File: src/rtl/operand_feeder_pkg.sv
// Shared definitions for the operand feeder and its FIFO storage.
// Latency: n/a (types and constants only).
// Backpressure: n/a.
package operand_feeder_pkg;

    localparam int DEF_WIDTH   = 16;
    localparam int DEF_DEPTH   = 4;
    localparam int DEF_ADDR_W  = 2;
    localparam int DEF_TIMEOUT = 64;

    typedef enum logic [1:0] {
        IDLE   = 2'd0,
        LAUNCH = 2'd1,
        WAIT   = 2'd2
    } state_t;

endpackage

File: src/rtl/operand_fifo_mem.sv
// Circular FIFO holding {A,B} operand pairs; exposes the head and the entry after it.
// Latency: a pushed word is visible at the head one edge after the push when the queue was empty.
// Backpressure: push is ignored when full, pop is ignored when empty; the caller gates both.
//
// Ports: clk/rst (sync, active-high); push/push_dat write strobe and data;
//        pop advances the read pointer; head_dat = mem[rd_ptr], next_dat = mem[rd_ptr+1];
//        count/full/empty occupancy.
import operand_feeder_pkg::*;

module operand_fifo_mem #(
    parameter int DW     = 2 * DEF_WIDTH,
    parameter int DEPTH  = DEF_DEPTH,
    parameter int ADDR_W = DEF_ADDR_W
) (
    input  logic              clk,
    input  logic              rst,
    input  logic              push,
    input  logic [DW-1:0]     push_dat,
    input  logic              pop,
    output logic [DW-1:0]     head_dat,
    output logic [DW-1:0]     next_dat,
    output logic [ADDR_W:0]   count,
    output logic              full,
    output logic              empty
);

    logic [DW-1:0]     r_mem [DEPTH];
    logic [ADDR_W-1:0] r_wr_ptr;
    logic [ADDR_W-1:0] r_rd_ptr;
    logic [ADDR_W:0]   r_count;
    logic [ADDR_W-1:0] w_rd_nxt;
    logic              w_push;
    logic              w_pop;

    assign w_push   = push && !full;
    assign w_pop    = pop && !empty;
    // DEPTH is a power of two, so pointer overflow is the wrap.
    assign w_rd_nxt = r_rd_ptr + 1'b1;

    always_ff @(posedge clk) begin
        if (rst) begin
            r_wr_ptr <= '0;
            r_rd_ptr <= '0;
            r_count  <= '0;
        end else begin
            if (w_push) r_wr_ptr <= r_wr_ptr + 1'b1;
            if (w_pop)  r_rd_ptr <= w_rd_nxt;
            case ({w_push, w_pop})
                2'b10:   r_count <= r_count + 1'b1;
                2'b01:   r_count <= r_count - 1'b1;
                default: r_count <= r_count;
            endcase
        end
    end

    // Storage needs no reset: occupancy alone decides what is valid.
    always_ff @(posedge clk) begin
        if (!rst && w_push) r_mem[r_wr_ptr] <= push_dat;
    end

    assign head_dat = r_mem[r_rd_ptr];
    assign next_dat = r_mem[w_rd_nxt];
    assign count    = r_count;
    assign full     = (r_count == (ADDR_W+1)'(DEPTH));
    assign empty    = (r_count == '0);

endmodule

File: src/rtl/operand_feeder.sv
// Queues operand pairs and launches the multiplier core one pair at a time, holding operands until done.
// Latency: push at E0 -> LAUNCH at E1 -> core_start high the cycle after E1; relaunch right after done.
// Backpressure: in_ready = !full (registered occupancy), no same-cycle pass-through on a pop.
//
// Ports: clk, rst (sync, active-high); in_valid/in_ready/in_a/in_b producer side;
//        core_start/core_done/core_in1/core_in2 multiplier side;
//        busy/count/full/empty status; timeout_err sticky watchdog flag.
// Optional watchdog: define OPERAND_FEEDER_TIMEOUT_EN; otherwise timeout_err is tied 0.
import operand_feeder_pkg::*;

module operand_feeder #(
    parameter int WIDTH   = DEF_WIDTH,
    parameter int DEPTH   = DEF_DEPTH,
    parameter int ADDR_W  = DEF_ADDR_W,
    parameter int TIMEOUT = DEF_TIMEOUT
) (
    input  logic              clk,
    input  logic              rst,
    input  logic              in_valid,
    output logic              in_ready,
    input  logic [WIDTH-1:0]  in_a,
    input  logic [WIDTH-1:0]  in_b,
    output logic              core_start,
    input  logic              core_done,
    output logic [WIDTH-1:0]  core_in1,
    output logic [WIDTH-1:0]  core_in2,
    output logic              busy,
    output logic [ADDR_W:0]   count,
    output logic              full,
    output logic              empty,
    output logic              timeout_err
);

    if (DEPTH != (1 << ADDR_W) || DEPTH < 2 || TIMEOUT < 1) begin : g_bad_cfg
        $error("operand_feeder: inconsistent DEPTH/ADDR_W/TIMEOUT");
    end

    state_t              r_state;
    logic                r_core_start;
    logic [WIDTH-1:0]    r_core_in1;
    logic [WIDTH-1:0]    r_core_in2;

    logic [2*WIDTH-1:0]  w_push_dat;
    logic [2*WIDTH-1:0]  w_head_dat;
    logic [2*WIDTH-1:0]  w_next_dat;
    logic [2*WIDTH-1:0]  w_relaunch_dat;
    logic                w_push;
    logic                w_done;
    logic                w_pop;
    logic                w_relaunch;
    logic                w_multi;

    assign w_push_dat = {in_a, in_b};
    assign in_ready   = !full;
    assign w_push     = in_valid && !full;

`ifdef OPERAND_FEEDER_TIMEOUT_EN
    localparam int WD_W = $clog2(TIMEOUT + 1);
    logic [WD_W-1:0] r_wd_cnt;
    logic            r_timeout_err;
    logic            w_wd_fire;

    // A real done in the same cycle wins, so the flag only marks genuine stalls.
    assign w_wd_fire = (r_state == WAIT) && !core_done && (r_wd_cnt == WD_W'(TIMEOUT));

    always_ff @(posedge clk) begin
        if (rst) begin
            r_wd_cnt      <= '0;
            r_timeout_err <= 1'b0;
        end else begin
            if (r_state == LAUNCH)
                r_wd_cnt <= '0;
            else if (r_state == WAIT && r_wd_cnt != WD_W'(TIMEOUT))
                r_wd_cnt <= r_wd_cnt + 1'b1;
            if (w_wd_fire) r_timeout_err <= 1'b1;
        end
    end

    assign w_done      = core_done || w_wd_fire;
    assign timeout_err = r_timeout_err;
`else
    assign w_done      = core_done;
    assign timeout_err = 1'b0;
`endif

    assign w_pop = (r_state == WAIT) && w_done;

    // After the pop the new head is the second stored entry, or, if only the
    // in-flight pair was stored, the word being pushed on this very edge.
    assign w_multi        = (count > (ADDR_W+1)'(1));
    assign w_relaunch     = w_pop && (w_multi || w_push);
    assign w_relaunch_dat = w_multi ? w_next_dat : w_push_dat;

    operand_fifo_mem #(
        .DW     (2 * WIDTH),
        .DEPTH  (DEPTH),
        .ADDR_W (ADDR_W)
    ) u_fifo (
        .clk      (clk),
        .rst      (rst),
        .push     (w_push),
        .push_dat (w_push_dat),
        .pop      (w_pop),
        .head_dat (w_head_dat),
        .next_dat (w_next_dat),
        .count    (count),
        .full     (full),
        .empty    (empty)
    );

    always_ff @(posedge clk) begin
        if (rst) begin
            r_state      <= IDLE;
            r_core_start <= 1'b0;
            r_core_in1   <= '0;
            r_core_in2   <= '0;
        end else begin
            r_core_start <= 1'b0;
            case (r_state)
                IDLE: begin
                    if (!empty) begin
                        r_state      <= LAUNCH;
                        r_core_start <= 1'b1;
                        r_core_in1   <= w_head_dat[2*WIDTH-1:WIDTH];
                        r_core_in2   <= w_head_dat[WIDTH-1:0];
                    end
                end
                LAUNCH: r_state <= WAIT;
                WAIT: begin
                    if (w_relaunch) begin
                        r_state      <= LAUNCH;
                        r_core_start <= 1'b1;
                        r_core_in1   <= w_relaunch_dat[2*WIDTH-1:WIDTH];
                        r_core_in2   <= w_relaunch_dat[WIDTH-1:0];
                    end else if (w_pop) begin
                        r_state <= IDLE;
                    end
                end
                default: r_state <= IDLE;
            endcase
        end
    end

    assign core_start = r_core_start;
    assign core_in1   = r_core_in1;
    assign core_in2   = r_core_in2;
    assign busy       = (r_state != IDLE);

endmodule

File: config.mk
export PLATFORM = sky130hd
export DESIGN_NAME = operand_feeder
export DESIGN_NICKNAME = d
export VERILOG_FILES = /design/src/rtl/operand_feeder_pkg.sv /design/src/rtl/operand_fifo_mem.sv /design/src/rtl/operand_feeder.sv
export SDC_FILE = /design/constraint.sdc
export NUM_CORES = 1
export LEC_CHECK = 0
export CAP_MARGIN = 15
export CORE_AREA = 2 2 131 133
export DETAILED_ROUTE_END_ITERATION = 6
export DIE_AREA = 0 0 133 135
export PLACE_DENSITY = 0.77
export RECOVER_POWER = 25
export SYNTH_ARGS = -nofsm -noshare
export SYNTH_HDL_FRONTEND = slang
export SYNTH_SLANG_ARGS = --single-unit
File: constraint.sdc
create_clock -name clk -period 3.5 [get_ports clk]
set_clock_uncertainty 0.2 [all_clocks]
set_input_delay 0.7 -clock clk [delete_from_list [all_inputs] [get_ports clk]]
set_output_delay 0.7 -clock clk [all_outputs]
set_load 0.01 [all_outputs]
# ---- Word-level counts from Yosys, hierarchy flattened
# Memory sizes are Yosys's and may differ from the RTL's. A register that Yosys moved wholly into a read port is not among the register bits.
# Index checks and enable logic that the tools add are counted.
dict set report classes {
  add_sub_neg 4
  magnitude_cmp 1
  eq_ne 8
  n_mux 19
  reduce_logical 17
}
# cell n
set op_table {}
lappend op_table {{16-bit 2-to-1 mux} 4}
lappend op_table {{16-bit one-hot mux with 2 select lines} 2}
lappend op_table {{32-bit 2-to-1 mux} 1}
lappend op_table {{2-bit 2-to-1 mux} 5}
lappend op_table {{1-bit logical AND} 6}
lappend op_table {{2-bit one-hot mux with 3 select lines} 1}
lappend op_table {{3-bit one-hot mux with 2 select lines} 1}
lappend op_table {{2-bit nonzero test} 3}
lappend op_table {{2-bit by 1-bit adder with 2-bit output, second input constant} 2}
lappend op_table {{2-bit by 1-bit == test with 1-bit output, second input constant} 2}
lappend op_table {{2-bit == test, second input constant} 2}
lappend op_table {{1-bit 2-to-1 mux} 4}
lappend op_table {{2-bit != test, second input constant} 2}
lappend op_table {{3-bit by 1-bit adder with 3-bit output, second input constant} 1}
lappend op_table {{3-bit == test, second input constant} 1}
lappend op_table {{3-bit by 1-bit greater-than comparator with 1-bit output, second input constant} 1}
lappend op_table {{1-bit zero test} 3}
lappend op_table {{3-bit zero test} 1}
lappend op_table {{3-bit by 2-bit != test with 1-bit output, second input constant} 1}
lappend op_table {{3-bit AND reduction} 1}
lappend op_table {{3-bit by 1-bit subtractor with 3-bit output, second input constant} 1}
lappend op_table {{2-bit zero test} 1}
lappend op_table {{1-bit one-hot mux with 2 select lines} 1}
lappend op_table {{2-bit AND reduction} 1}
lappend op_table {{1-bit logical OR} 1}
dict set report totals {
  ff_bits 42
  ramBits 128
  mem_count 1
}
# name depth width read_ports rd_ports_with_merged_regs wr line
set memory_table {}
lappend memory_table {u_fifo.r_mem 4 32 2 1 1 operand_fifo_mem.sv:27} ;# logic [DW-1:0] r_mem [DEPTH];

# ---- Logic depth before layout (Yosys ltp)
dict set report logic_depth {
  depth_word 7
  depth_mapped 10
}

# ---- Hierarchy
# Synthesis repeated with hierarchy kept, for this count alone.
dict set report hier_totals {
  hier_cells 460
  area_unflattened_um2 7748.7
}
# mod instances cells_per_inst area_per_inst_um2 seq_area_each_um2
set by_module_without_submodules {}
lappend by_module_without_submodules {operand_fifo_mem 1 261 5891.9 4023.9}
lappend by_module_without_submodules {operand_feeder 1 199 1856.8 700.7}

# ---- Least setup slack after synthesis
# No wires, ideal clock.
dict set report synth_timing {
  path_type {register to register}
  startpoint {register u_fifo.r_count[0], in the netlist u_fifo.count[0]}
  endpoint {memory u_fifo.r_mem[0][0] (netlist bit) (enable)}
  setup_time_ns 0.392
  arrival_ns 2.004
  path_slack_ns 0.904
  stages_incl_launch_ff 7
  n_path_buf 0
  path_cell_list {dfxtp_1 -> inv_1 -> ha_1 -> nand2_1 -> nand2_1 -> nor2_1 -> and2_1}
}
dict set report synth_between {
  elab_chain_len 7
}
# item line
set synth_lines {}
lappend synth_lines {{from (decl)} operand_fifo_mem.sv:30} ;# logic [ADDR_W:0] r_count;
lappend synth_lines {{from (signal assigned)} operand_fifo_mem.sv:49} ;# 2'b10: r_count <= r_count + 1'b1;
lappend synth_lines {{from (signal assigned)} operand_fifo_mem.sv:50} ;# 2'b01: r_count <= r_count - 1'b1;
lappend synth_lines {{from (signal assigned)} operand_fifo_mem.sv:51} ;# default: r_count <= r_count;
lappend synth_lines {{3-bit == test (*)} operand_fifo_mem.sv:64} ;# assign full = (r_count == (ADDR_W+1)'(DEPTH));
lappend synth_lines {{1-bit zero test (*)} n/a}
lappend synth_lines {{net in_ready} operand_feeder.sv:20} ;# output logic in_ready,
lappend synth_lines {{1-bit logical AND} operand_feeder.sv:55} ;# assign w_push = in_valid && !full;
lappend synth_lines {{1-bit logical AND (*)} operand_fifo_mem.sv:35} ;# assign w_push = push && !full;
lappend synth_lines {{1-bit logical AND (*)} operand_fifo_mem.sv:58} ;# if (!rst && w_push) r_mem[r_wr_ptr] <= push_dat;
lappend synth_lines {{1-bit 2-to-1 mux (*)} operand_fifo_mem.sv:58}
lappend synth_lines {{1-bit 2-to-1 mux (not written as such) (*)} operand_fifo_mem.sv:58}
lappend synth_lines {{to (decl)} operand_fifo_mem.sv:27}
# Mark *: on every way through the listed nets, which the timed path passes. The rest lies on a longest branch.

# ---- Worst setup path after layout
dict set report layout_timing {
  startpoint {register u_fifo.r_count[2], in the netlist u_fifo.count[2]}
  endpoint {output empty}
}
dict set report layout_between {
  elab_chain_len 1
}
# item line
set layout_lines {}
lappend layout_lines {{3-bit zero test} operand_fifo_mem.sv:65} ;# assign empty = (r_count == '0);
lappend layout_lines {{to (decl)} operand_feeder.sv:30} ;# output logic empty,
# No other way between the ends.

==> flow_summary_export.csv <==
group,metric,value,unit
synth,synth_nets,594,
floorplanning,io_pins,77,
final_layout,final_nets,643,
place,dp_hpwl,11200,µm
synth,yosys_warnings,0,
cts,cts.clk_slew.worst_paths,0.07,ns
setup_path,cp.arrival,2.06,ns
synth,synth_adder_area_share,0.0138,
synth,syn_inst,549,
sta,fin_ws,0.538,ns
synth,synthXorXnorAreaFrac,0.00537,
sta,worst_pin_slew,0.695,ns
synth,synth_most_common_cell,"edfxtp_1",
drt,wl_per_cell,24.1,µm
setup_path,r2r_end,"core_in1[11]$_SDFFE_PP0P_",
global_route,grt_pass1_vias,5560,
min_path,worstHoldPathCells,2,
final_layout,syn_to_final_growth,18.9,%
drt,drtAntennaViolNets,0,
synth,yosys.area.top_type,"edfxtp_1",
drt,wl,20100,µm
sta,finalSetupViolCount,0,
setup_path,worstPathMaxFanout,16,
setup_path,worstPathRequired,2.60,ns
cts,cts-resized-gates,0,
setup_path,ff2ff_setup_slack,0.84,ns
setup_path,critical_path_class,"reg2out",
synth,syn_avg_cell_area,14.8,µm²
cts,cts_tree,"done",
cts,root_buffer,"clkbuf_16",
floorplanning,initial_utilization,0.497,
floorplanning,dieWidth,133,µm
sta,hold_viol_final,0,
sta,min_period,2.96,ns
place,io_buffers,75,
global_route,grt_overflow_total,0,
cts,ctsHoldBuffers,0,
floorplanning,die_h,135,µm
min_path,hp-class,"reg2reg",
synth,synthSimpleGateAreaFrac,0.0399,
min_path,worstHoldStart,"u_fifo.r_wr_ptr[1]$_SDFFE_PP0P_",
flow_run,max-cap-violations,0,
drt,topRoutingLayerUsed,"met4",
synth,synth-seq-area-share,0.580,
drt,drt-vias-per-instance,6.56,
synth,synth_common_cells,"edfxtp_1, clkbuf_1, dfxtp_1, mux2_2, mux2i_1",
synth,netlist_area,8150,µm²
floorplanning,coreArea,16400,µm²
synth,synth_mux_area_frac,0.175,
setup_path,crit_slowest_cell,"dfxtp_1",
cts,cts_buffer_depth,2,
sta,fmax,0.338,GHz
setup_path,critical_path.startpoint_type,"flip-flop",
drt,wl_met3,1570,µm
min_path,min_to,"u_fifo.r_wr_ptr[1]$_SDFFE_PP0P_",
sta,rsz0062_at_grt,"false",
cts,htree_num_levels,4,
cts,clk_latency,0.43,ns
floorplanning,dieArea,18000,µm²
synth,synth_edf_count,128,
synth,yosys.area.top_type_share,0.472,
cts,post_cts_buffers,0,
sta,period_share,0.846,
setup_path,worstRegToRegCells,8,
synth,async_flop_share,0,
synth,synth_top_family_by_area,"multiplexers",
synth,synth.distinct_cells,38,
drt,remaining_drc_errors,0,
global_route,antenna_found_initial,1,
synth,synth_area_leaders,"edfxtp_1, dfxtp_1, mux4_2",
drt,drtPass1Iterations,5,
cts,cts_sinks,172,
final_layout,layout-drive-gt1-share,0.241,
synth,synth-seq-cells,172,
drt,wl_met1,8140,µm
sta,tns,0,ns
synth,ys_dominant_reg_cell,"edfxtp_1",
global_route,grt_pass1_wl,31200,µm
setup_path,r2r_start,"u_fifo.count[1]$_SDFFE_PP0P_",
floorplanning,fp-row-count,47,
synth,synth-compound-area-share,0.149,
setup_path,max_stage_delay,0.75,ns
pwr,power_density,560,nW/µm²
cts,cts_buffers,17,
sta,relSlewSlack,0.536,
setup_path,path_cells,"nand2b_1 -> inv_1 -> clkdlybuf4s50_1",
place,routabilityCongestion,0.742,
global_route,grt_usage,0.228,
pwr,irDropWorstVdd,0.000435,V
setup_path,endpoint_kind,"primary output",
pwr,leakage,0.00298,µW
global_route,grt_max_degree,65,
run_status,outcome,"finished, final reports clean",
drt,drt_iter0_drc,542,
drt,wl_met2,10000,µm
drt,vias,5455,
sta,drv_slew,0,
place,pre_cts_slack,0.477,ns
## through the flow
step	hold slack (ns)	util	instance area (µm²)	power (µW)	cells
2_1_floorplan	0.269	-	8150	3100	549
3_3_place_gp	0.288	0.552	9060	3500	799
3_5_place_dp	0.294	0.552	9060	3540	799
4_1_cts	0.303	0.590	9690	5450	831
5_1_grt	0.354	0.591	9690	5600	832
6_report	0.299	0.591	9690	5420	832
## layer usage
layer | global-route usage | vias to the layer above
met1 | 0.297 | 2792
li1 | - | 2370
met4 | 0.0783 | 0
met2 | 0.385 | 260
met3 | 0.0439 | 33
met5 | 0 | -
## critical path: cells and delay by family (launching register included)
kind | cells | cell delay [ns]
flops | 1 | 0.75
buf+inv | 2 | 0.57
simple gates | 1 | 0.31
## kinds of logic (layout without fill, tap and decap cells)
kind of cell,count (synthesis),in the layout
flip-flops,172,172
AO/OA/AOI/OAI,134,134
multiplexers,98,98
buffers and inverters,69,131
AND/OR/NAND/NOR,61,61
adder cells (fa/ha/maj),9,9
XOR/XNOR,5,5
other,1,2
## final cells by class
| type | count | area (µm²) |
|---|---|---|
| antenna | 1 | 2.50 |
| sequential | 172 | 4730 |
| multi-input combinational | 308 | 3140 |
| inverter | 7 | 26.3 |
| clock inverter | 5 | 33.8 |
| clock buffer | 27 | 589 |
| timing repair buffer | 92 | 898 |
| tap | 220 | 275 |
| fill | 1214 | 6720 |
## state kept, by name, indices dropped and copies added, names as in the netlist, named ones only
signal / count
core_in1: 16
core_in2: 16
core_start: 1
r_state: 2
u_fifo.count: 3
u_fifo.r_mem: 128
u_fifo.r_rd_ptr: 2
u_fifo.r_wr_ptr: 2
## worst max path at each step
| stage | startpoint | to | slack, ns | depth (start not counted) |
|---|---|---|---|---|
| floorplan | u_fifo.count[0]$_SDFFE_PP0P_ | u_fifo.r_mem[0][0]$_DFFE_PP_ | 0.90 | 6 |
| global placement | in_valid | core_in2[8]$_SDFFE_PP0P_ | 0.57 | 4 |
| detailed placement | in_valid | core_in2[4]$_SDFFE_PP0P_ | 0.48 | 4 |
| CTS | u_fifo.count[2]$_SDFFE_PP0P_ | empty | 0.55 | 3 |
| global route | u_fifo.count[2]$_SDFFE_PP0P_ | full | 0.46 | 3 |
| finish | u_fifo.count[2]$_SDFFE_PP0P_ | empty | 0.54 | 3 |
## report_power, final
part           internal (µW)  switching, µW
Sequential              2340            108
Combinational            476            575
Clock                   1160            759
## cells in the final DEF, fill, tap and decap left out, types with 2 or more instances in the layout
cell type / instances
edfxtp_1: 128
clkdlybuf4s50_1: 52
dfxtp_1: 42
mux2_2: 33
mux2i_1: 33
mux4_2: 32
o211ai_1: 32
nor3_1: 32
a221oi_1: 32
a31oi_1: 32
a311oi_2: 28
clkbuf_16: 22
dlygate4sd3_1: 22
buf_4: 15
ha_1: 9
inv_1: 7
nor2_1: 7
and2_1: 4
a311oi_1: 4
nand2b_1: 3
nand2_1: 3
xor2_1: 3
a21oi_1: 3
clkbuf_1: 3
xnor2_1: 2
nor2b_1: 2
dfxtp_2: 2
inv_4: 2
clkbuf_8: 2
buf_12: 2
Note: power is estimated with default switching activity, not from simulation.
